[src/rtl/active_debug_rx_pkg.sv]
// Shared constants and types for the Active Debug Port receiver.
package active_pkg;

    localparam logic [7:0]  ACTIVE_SYNC_BYTE = 8'h7F;
    localparam logic [1:0]  ACTIVE_CHAN_TAG  = 2'b01;
    localparam int unsigned ACTIVE_MAX_TEXT  = 62;
    localparam int unsigned ACTIVE_MSG_BYTES = 64;

    typedef enum logic [1:0] {
        HUNT,
        CHAN,
        PAYLOAD
    } active_state_e;

    typedef logic [ACTIVE_MSG_BYTES-1:0][7:0] active_msg_t;

endpackage

[src/rtl/active_debug_rx_if.sv]
// Serial input pins and rebuilt-message outputs of the Active Debug receiver.
interface active_debug_rx_if;
    import active_pkg::*;

    logic        active_clock;
    logic        active_data;
    active_msg_t rx_message;
    logic [5:0]  rx_channel;
    logic [5:0]  rx_length;
    logic        rx_valid;
    logic        rx_error;
    logic        rx_busy;

    modport slave (
        input  active_clock, active_data,
        output rx_message, rx_channel, rx_length, rx_valid, rx_error, rx_busy
    );

    modport master (
        output active_clock, active_data,
        input  rx_message, rx_channel, rx_length, rx_valid, rx_error, rx_busy
    );

endinterface

[src/rtl/active_debug_rx_sync.sv]
// Synchronises the serial clock/data pair and flags serial-clock rising edges.
module active_rx_sync #(
    parameter int unsigned SYNC_STAGES = 2
) (
    input  logic clk,
    input  logic rst_n,
    input  logic active_clock,
    input  logic active_data,
    output logic bit_event,
    output logic bit_data
);

    logic [SYNC_STAGES-1:0] clk_sync_q;
    logic [SYNC_STAGES-1:0] data_sync_q;
    logic                   clk_prev_q;

    always_ff @(posedge clk or negedge rst_n) begin
        if (!rst_n) begin
            clk_sync_q  <= '0;
            data_sync_q <= '0;
            clk_prev_q  <= 1'b0;
        end else begin
            clk_sync_q  <= {clk_sync_q[SYNC_STAGES-2:0], active_clock};
            data_sync_q <= {data_sync_q[SYNC_STAGES-2:0], active_data};
            clk_prev_q  <= clk_sync_q[SYNC_STAGES-1];
        end
    end

    // Data is taken from the same depth as the clock so both see equal latency.
    assign bit_event = clk_sync_q[SYNC_STAGES-1] & ~clk_prev_q;
    assign bit_data  = data_sync_q[SYNC_STAGES-1];

endmodule

[src/rtl/active_debug_rx.sv]
// Active Debug Port receiver: hunts for the sync byte, deframes channel and text,
// and rebuilds the zero-surrounded 64-byte message.
module active_debug_rx
    import active_pkg::*;
#(
    parameter int unsigned TIMEOUT_CYCLES = 1024,
    parameter int unsigned SYNC_STAGES    = 2
) (
    input logic              clk,
    input logic              rst_n,
    active_debug_rx_if.slave bus
);

    localparam int unsigned IdleW = $clog2(TIMEOUT_CYCLES + 1);

    logic bit_event;
    logic bit_data;

    active_rx_sync #(
        .SYNC_STAGES (SYNC_STAGES)
    ) u_sync (
        .clk          (clk),
        .rst_n        (rst_n),
        .active_clock (bus.active_clock),
        .active_data  (bus.active_data),
        .bit_event    (bit_event),
        .bit_data     (bit_data)
    );

    active_state_e    state_q, state_d;
    logic [6:0]       shift_q, shift_d;
    logic [2:0]       bit_cnt_q, bit_cnt_d;
    active_msg_t      wb_q, wb_d;
    logic [5:0]       count_q, count_d;
    logic [5:0]       chan_q, chan_d;
    logic [IdleW-1:0] idle_q, idle_d;
    active_msg_t      msg_q, msg_d;
    logic [5:0]       out_chan_q, out_chan_d;
    logic [5:0]       out_len_q, out_len_d;
    logic             valid_q, valid_d;
    logic             error_q, error_d;

    logic [7:0] byte_in;
    logic       byte_done;
    logic       timeout;

    always_ff @(posedge clk or negedge rst_n) begin
        if (!rst_n) begin
            state_q    <= HUNT;
            shift_q    <= '0;
            bit_cnt_q  <= '0;
            wb_q       <= '0;
            count_q    <= '0;
            chan_q     <= '0;
            idle_q     <= '0;
            msg_q      <= '0;
            out_chan_q <= '0;
            out_len_q  <= '0;
            valid_q    <= 1'b0;
            error_q    <= 1'b0;
        end else begin
            state_q    <= state_d;
            shift_q    <= shift_d;
            bit_cnt_q  <= bit_cnt_d;
            wb_q       <= wb_d;
            count_q    <= count_d;
            chan_q     <= chan_d;
            idle_q     <= idle_d;
            msg_q      <= msg_d;
            out_chan_q <= out_chan_d;
            out_len_q  <= out_len_d;
            valid_q    <= valid_d;
            error_q    <= error_d;
        end
    end

    // The window and the byte collector share one shift register.
    assign byte_in   = {shift_q, bit_data};
    assign byte_done = bit_event && (bit_cnt_q == 3'd7);
    assign timeout   = !bit_event && (idle_q == IdleW'(TIMEOUT_CYCLES - 1));

    always_comb begin
        state_d    = state_q;
        shift_d    = shift_q;
        bit_cnt_d  = bit_cnt_q;
        wb_d       = wb_q;
        count_d    = count_q;
        chan_d     = chan_q;
        idle_d     = bit_event ? '0 : idle_q + IdleW'(1);
        msg_d      = msg_q;
        out_chan_d = out_chan_q;
        out_len_d  = out_len_q;
        valid_d    = 1'b0;
        error_d    = 1'b0;

        if (bit_event) begin
            shift_d   = byte_in[6:0];
            bit_cnt_d = bit_cnt_q + 3'd1;
        end

        unique case (state_q)
            HUNT: begin
                idle_d = '0;
                if (bit_event && byte_in == ACTIVE_SYNC_BYTE) begin
                    state_d   = CHAN;
                    bit_cnt_d = '0;
                    wb_d      = '0;
                    count_d   = '0;
                end
            end
            CHAN: begin
                if (byte_done) begin
                    if (byte_in[7:6] == ACTIVE_CHAN_TAG) begin
                        chan_d  = byte_in[5:0];
                        state_d = PAYLOAD;
                    end else begin
                        error_d = 1'b1;
                        state_d = HUNT;
                    end
                end
            end
            PAYLOAD: begin
                if (byte_done) begin
                    if (byte_in == 8'h00) begin
                        msg_d      = wb_q;
                        out_chan_d = chan_q;
                        out_len_d  = count_q;
                        valid_d    = 1'b1;
                        state_d    = HUNT;
                    end else if (count_q == 6'(ACTIVE_MAX_TEXT)) begin
                        error_d = 1'b1;
                        state_d = HUNT;
                    end else begin
                        // Text arrives highest index first, so older bytes move up.
                        wb_d    = {wb_q[ACTIVE_MSG_BYTES-2:1], byte_in, 8'h00};
                        count_d = count_q + 6'd1;
                    end
                end
            end
            default: state_d = HUNT;
        endcase

        if (state_q != HUNT && timeout) begin
            error_d = 1'b1;
            state_d = HUNT;
            shift_d = '0;
            idle_d  = '0;
        end
    end

    always_comb begin
        bus.rx_message = msg_q;
        bus.rx_channel = out_chan_q;
        bus.rx_length  = out_len_q;
        bus.rx_valid   = valid_q;
        bus.rx_error   = error_q;
        bus.rx_busy    = (state_q != HUNT);
    end

endmodule

[src/flat_wrapper.sv]
// flat-port wrapper written by rule: the top's interface ports become plain ports
module active_debug_rx_flat import active_pkg::*;
#(
    parameter int unsigned TIMEOUT_CYCLES = 1024,
    parameter int unsigned SYNC_STAGES    = 2
)
  (clk, rst_n, bus_active_clock, bus_active_data, bus_rx_message, bus_rx_channel, bus_rx_length, bus_rx_valid, bus_rx_error, bus_rx_busy);
  active_debug_rx_if bus_i ();
  input logic clk;
  input logic rst_n;
  input wire logic [$bits(bus_i.active_clock)-1:0] bus_active_clock;
  input wire logic [$bits(bus_i.active_data)-1:0] bus_active_data;
  output wire logic [$bits(bus_i.rx_message)-1:0] bus_rx_message;
  output wire logic [$bits(bus_i.rx_channel)-1:0] bus_rx_channel;
  output wire logic [$bits(bus_i.rx_length)-1:0] bus_rx_length;
  output wire logic [$bits(bus_i.rx_valid)-1:0] bus_rx_valid;
  output wire logic [$bits(bus_i.rx_error)-1:0] bus_rx_error;
  output wire logic [$bits(bus_i.rx_busy)-1:0] bus_rx_busy;
  assign bus_i.active_clock = bus_active_clock;
  assign bus_i.active_data = bus_active_data;
  assign bus_rx_message = bus_i.rx_message;
  assign bus_rx_channel = bus_i.rx_channel;
  assign bus_rx_length = bus_i.rx_length;
  assign bus_rx_valid = bus_i.rx_valid;
  assign bus_rx_error = bus_i.rx_error;
  assign bus_rx_busy = bus_i.rx_busy;
  active_debug_rx #(.TIMEOUT_CYCLES(TIMEOUT_CYCLES), .SYNC_STAGES(SYNC_STAGES)) u_core (.clk(clk), .rst_n(rst_n), .bus(bus_i));
endmodule
[config.mk]
export PLATFORM = sky130hd
export DESIGN_NAME = active_debug_rx_flat
export DESIGN_NICKNAME = d
export VERILOG_FILES = /design/src/rtl/active_debug_rx_pkg.sv /design/src/rtl/active_debug_rx_if.sv /design/src/rtl/active_debug_rx_sync.sv /design/src/rtl/active_debug_rx.sv /design/src/flat_wrapper.sv
export SDC_FILE = /design/constraint.sdc
export NUM_CORES = 2
export LEC_CHECK = 0
export ABC_AREA = 0
export CAP_MARGIN = 0
export CORE_MARGIN = 4
export CORE_UTILIZATION = 55
export DETAILED_ROUTE_END_ITERATION = 8
export PLACE_DENSITY = 0.88
export SETUP_SLACK_MARGIN = 0.05
export SYNTH_ARGS = -nofsm -noshare
export SYNTH_HDL_FRONTEND = slang
export SYNTH_SLANG_ARGS = --single-unit
export TNS_END_PERCENT = 20
[constraint.sdc]
create_clock -name clk -period 2.5 [get_ports clk]
set_input_delay 0.5 -clock clk [delete_from_list [all_inputs] [get_ports clk]]
set_output_delay 0.5 -clock clk [all_outputs]
set_load 0.05 [all_outputs]
==> flow_summary.yaml <==
run_status:
  status: "complete, no violations"
setup_path:
  worst-path-buf-inv: 4
  required_ps: 3050
  cp-start-kind: "register"
  path_depth: 9
  cp-end-kind: "register"
  critPathLaunch: "u_core.shift_q[6]$_DFFE_PN0P_"
  crit_path_cell_trace: "nand2b_1 > o41ai_4 > o21ai_2 > a21oi_4 > buf_4 > buf_12 > buf_12 > clkbuf_16 > mux2i_1"
  slowest_delay_ps: 440
  path_max_fanout: 24
  crit_family: "compound AO/OA/AOI/OAI gates"
  crit_type: "reg2reg"
  rr_worst_depth: 9
  reg2reg_from: "u_core.shift_q[6]$_DFFE_PN0P_"
  worstPathArrival_ps: 3050
  cp_slowest_cell: "dfrtp_1"
  path_common_cell: "buf_12"
final_layout:
  layout_common_cells: "nand2_1, dfrtp_1, inv_1"
  mostFrequentLayoutCell: "nand2_1"
  finalInstanceArea_mm2: 0.0536
  layout-drive-gt1-share_pct: 7.74
  fillers: 4854
  areaGrowthSynthToFinish_pct: 26.8
  nNetsFinal: 4541
route:
  drt-pass1-iter-count: 5
  ant_nets: 0
  drt_iter0_drc: 3214
  avgViaCountPerCell: 5.45
  dr_wl_met3_um: 8700
  vias: 30800
  route.met2.wl_um: 57800
  met1Wirelength_um: 44700
  routed_wl_um: 117000
  top_layer_used: "met5"
  routedWlPerCell_um: 20.7
  drc: 0
synth:
  synth_top_family_by_area: "multiplexers"
  synthSimpleGateAreaFrac_pct: 10.1
  synth-seq-cells: 1062
  ys_top_cells_by_area: "dfrtp_1, mux2i_1, nand2_1, o21ai_0, inv_1"
  netlist.top_cell.by_area: "dfrtp_1"
  synth_compound_area_share_pct: 6.56
  synthArstFlopShare_pct: 100
  synth_xor_area_share_pct: 0.166
  synthMuxAreaShare_pct: 12.2
  synth_cell_types: 46
  yosysWarnings: 0
  syn_area_per_cell_um2: 10.6
  synth_ff_type: "dfrtp_1"
  synthAdderAreaFrac_pct: 0.266
  syn_inst: 4000
  netlist.area_leader.share_pct: 62.8
  syn_area_mm2: 0.0423
  seq_area_frac_synth_pct: 62.8
  synth_edf_count: 0
cts:
  htree_levels: 3
  clk_pin_slew_worst_paths_ps: 60
  clkSinkCount: 1062
  cts_made_buffers: 103
  clock_path_buffers: 3
  worstSkewPairLatency_ps: 660
  cts_tree: "built"
  clk_root_buffer_cell: "clkbuf_16"
worst_hold_path:
  hold_path_class: "in2reg"
  holdPathStages: 1
  hold_start: "bus_active_clock"
place:
  placed_cell_area_mm2: 0.0487
  port_buffers: 522
  dp_hpwl_um: 72600
  place.gp.congestion: 0.877
power_and_ir_drop:
  p_leak_uw: 0.0240
  peakVddDrop_uv: 663
  cellPowerDensity_mw_per_mm2: 840
  power_uw: 45100
timing:
  rsz0062_at_grt: "true"
  maxSlewHeadroom_pct: 12.3
  fmax_mhz: 401
  finalMaxSlewViolations: 0
  tightest_slew_ps: 1300
  finalClockSkew_ps: 36.9
  hold_viol: 0
  period_share_pct: 99.8
  post-route-min-period_ps: 2500
  setup_viol_count_final: 0
  tns_ps: 0
  hold_ws_ps: 279
floorplan:
  initial_core_util_pct: 55.6
  die_w_um: 285
  io_pins: 531
  core_area_mm2: 0.0761
  die_h_um: 285
  rows: 101
  dieArea_mm2: 0.0814
grt:
  grt_overflow_total: 0
  grt_start_max_net_pins: 223
  grt_pass1_wl_um: 175000
  grt_use_total_pct: 27.0
  first_global_vias: 31400
  antenna_found_initial: 5
flow_run:
  drv_cap: 0
==> worst reg2reg max path: cells and delay by family (launching register included) <==
family	cells	cell delay, ps
flip-flops	1	440
AND/OR/NAND/NOR	1	260
multiplexers	1	280
buffers and inverters	4	640
AO/OA/AOI/OAI	3	770
==> worst paths after layout <==
kind                       slack [ps]                                endpoint
max reg2reg                         4            u_core.wb_q[136]$_DFFE_PN0P_
min                               280   u_core.u_sync.clk_sync_q[0]$_DFF_PN0_
max in group asynchronous        1180  u_core.bus.rx_message[205]$_DFFE_PN0P_
max                                 4            u_core.wb_q[136]$_DFFE_PN0P_
min in group asynchronous         360  u_core.bus.rx_message[121]$_DFFE_PN0P_
min reg2reg                       350  u_core.u_sync.data_sync_q[1]$_DFF_PN0_
==> metal layers <==
layer  track usage (%)  vias up
met5                 0        -
met4              11.1        4
met3              5.28      312
met2              45.2     1278
met1              34.7    15500
li1                  -    13700
==> Yosys cell counts, types with 2 or more instances <==
master,count
a21o_1,2
a21oi_1,9
a31oi_1,2
and3_1,3
buf_2,65
buf_4,19
buf_6,48
clkbuf_1,105
clkbuf_2,2
dfrtp_1,1062
ha_1,9
inv_1,511
mux2_2,6
mux2i_1,507
nand2_1,1067
nand2b_1,5
nand3_1,9
nand4_1,4
nand4b_1,3
nor2_1,13
nor4_1,4
o21ai_0,400
o21ai_1,115
o2bb2ai_1,2
xnor2_1,3
xor2_1,5
==> power breakdown <==
group          total (uW)  switching [uW]  internal (uW)  leakage (uW)
clock network       16500            6810           9720       0.00177
registers           17400             103          17300        0.0148
logic               11100            5610           5540       0.00740
total               45100           12500          32500        0.0240
==> area by class of cell <==
class	instances	area, um^2	share of cell area, %
multi-input combinational	2194	12600	23.5
clock buffer	141	2940	5.48
timing repair buffer	656	7610	14.2
clock inverter	48	679	1.27
tap	1030	1290	2.40
antenna	2	5.00	0.00933
sequential	1062	26600	49.6
inverter	511	1920	3.58
==> repair_timing <==
item / CTS / global route
gates resized for setup: 5 / 116
gates cloned: 2 / 23
endpoints found under the hold margin: 16 / 0
endpoints found under the setup margin: 243 / 604
setup buffers: 2 / 19
hold buffers: 1 / 0
pin swaps: 0 / 3
==> stage by stage <==
step	utilization (%)	setup slack [ps]	instances
finish	70.5	4.10	5644
global route	70.5	-132	5642
CTS	68.9	9.66	5601
detailed placement	64.0	16.8	5407
global placement	64.0	114	5407
floorplan	-	290	4007
==> cell families after synthesis <==
group	Yosys count
muxes	513
AOI/OAI and AO/OA	540
buffers and inverters	751
DFF	1062
and+or+nand+nor	1116
xor gates and xnor gates	8
other	1
adders and majority gates	9
==> sequential cells by signal, summed over array words and instances, names as in the netlist, 2 cells and up <==
| name | flops |
|---|---|
| u_core.count_q | 6 |
| u_core.state_q | 2 |
| u_core.chan_q | 6 |
| u_core.bit_cnt_q | 3 |
| u_core.bus.rx_channel | 6 |
| u_core.bus.rx_length | 6 |
| u_core.idle_q | 11 |
| u_core.wb_q | 504 |
| u_core.u_sync.data_sync_q | 2 |
| u_core.u_sync.clk_sync_q | 2 |
| u_core.bus.rx_message | 504 |
| u_core.shift_q | 7 |
No activity file was read; power rests on OpenSTA's default activity.
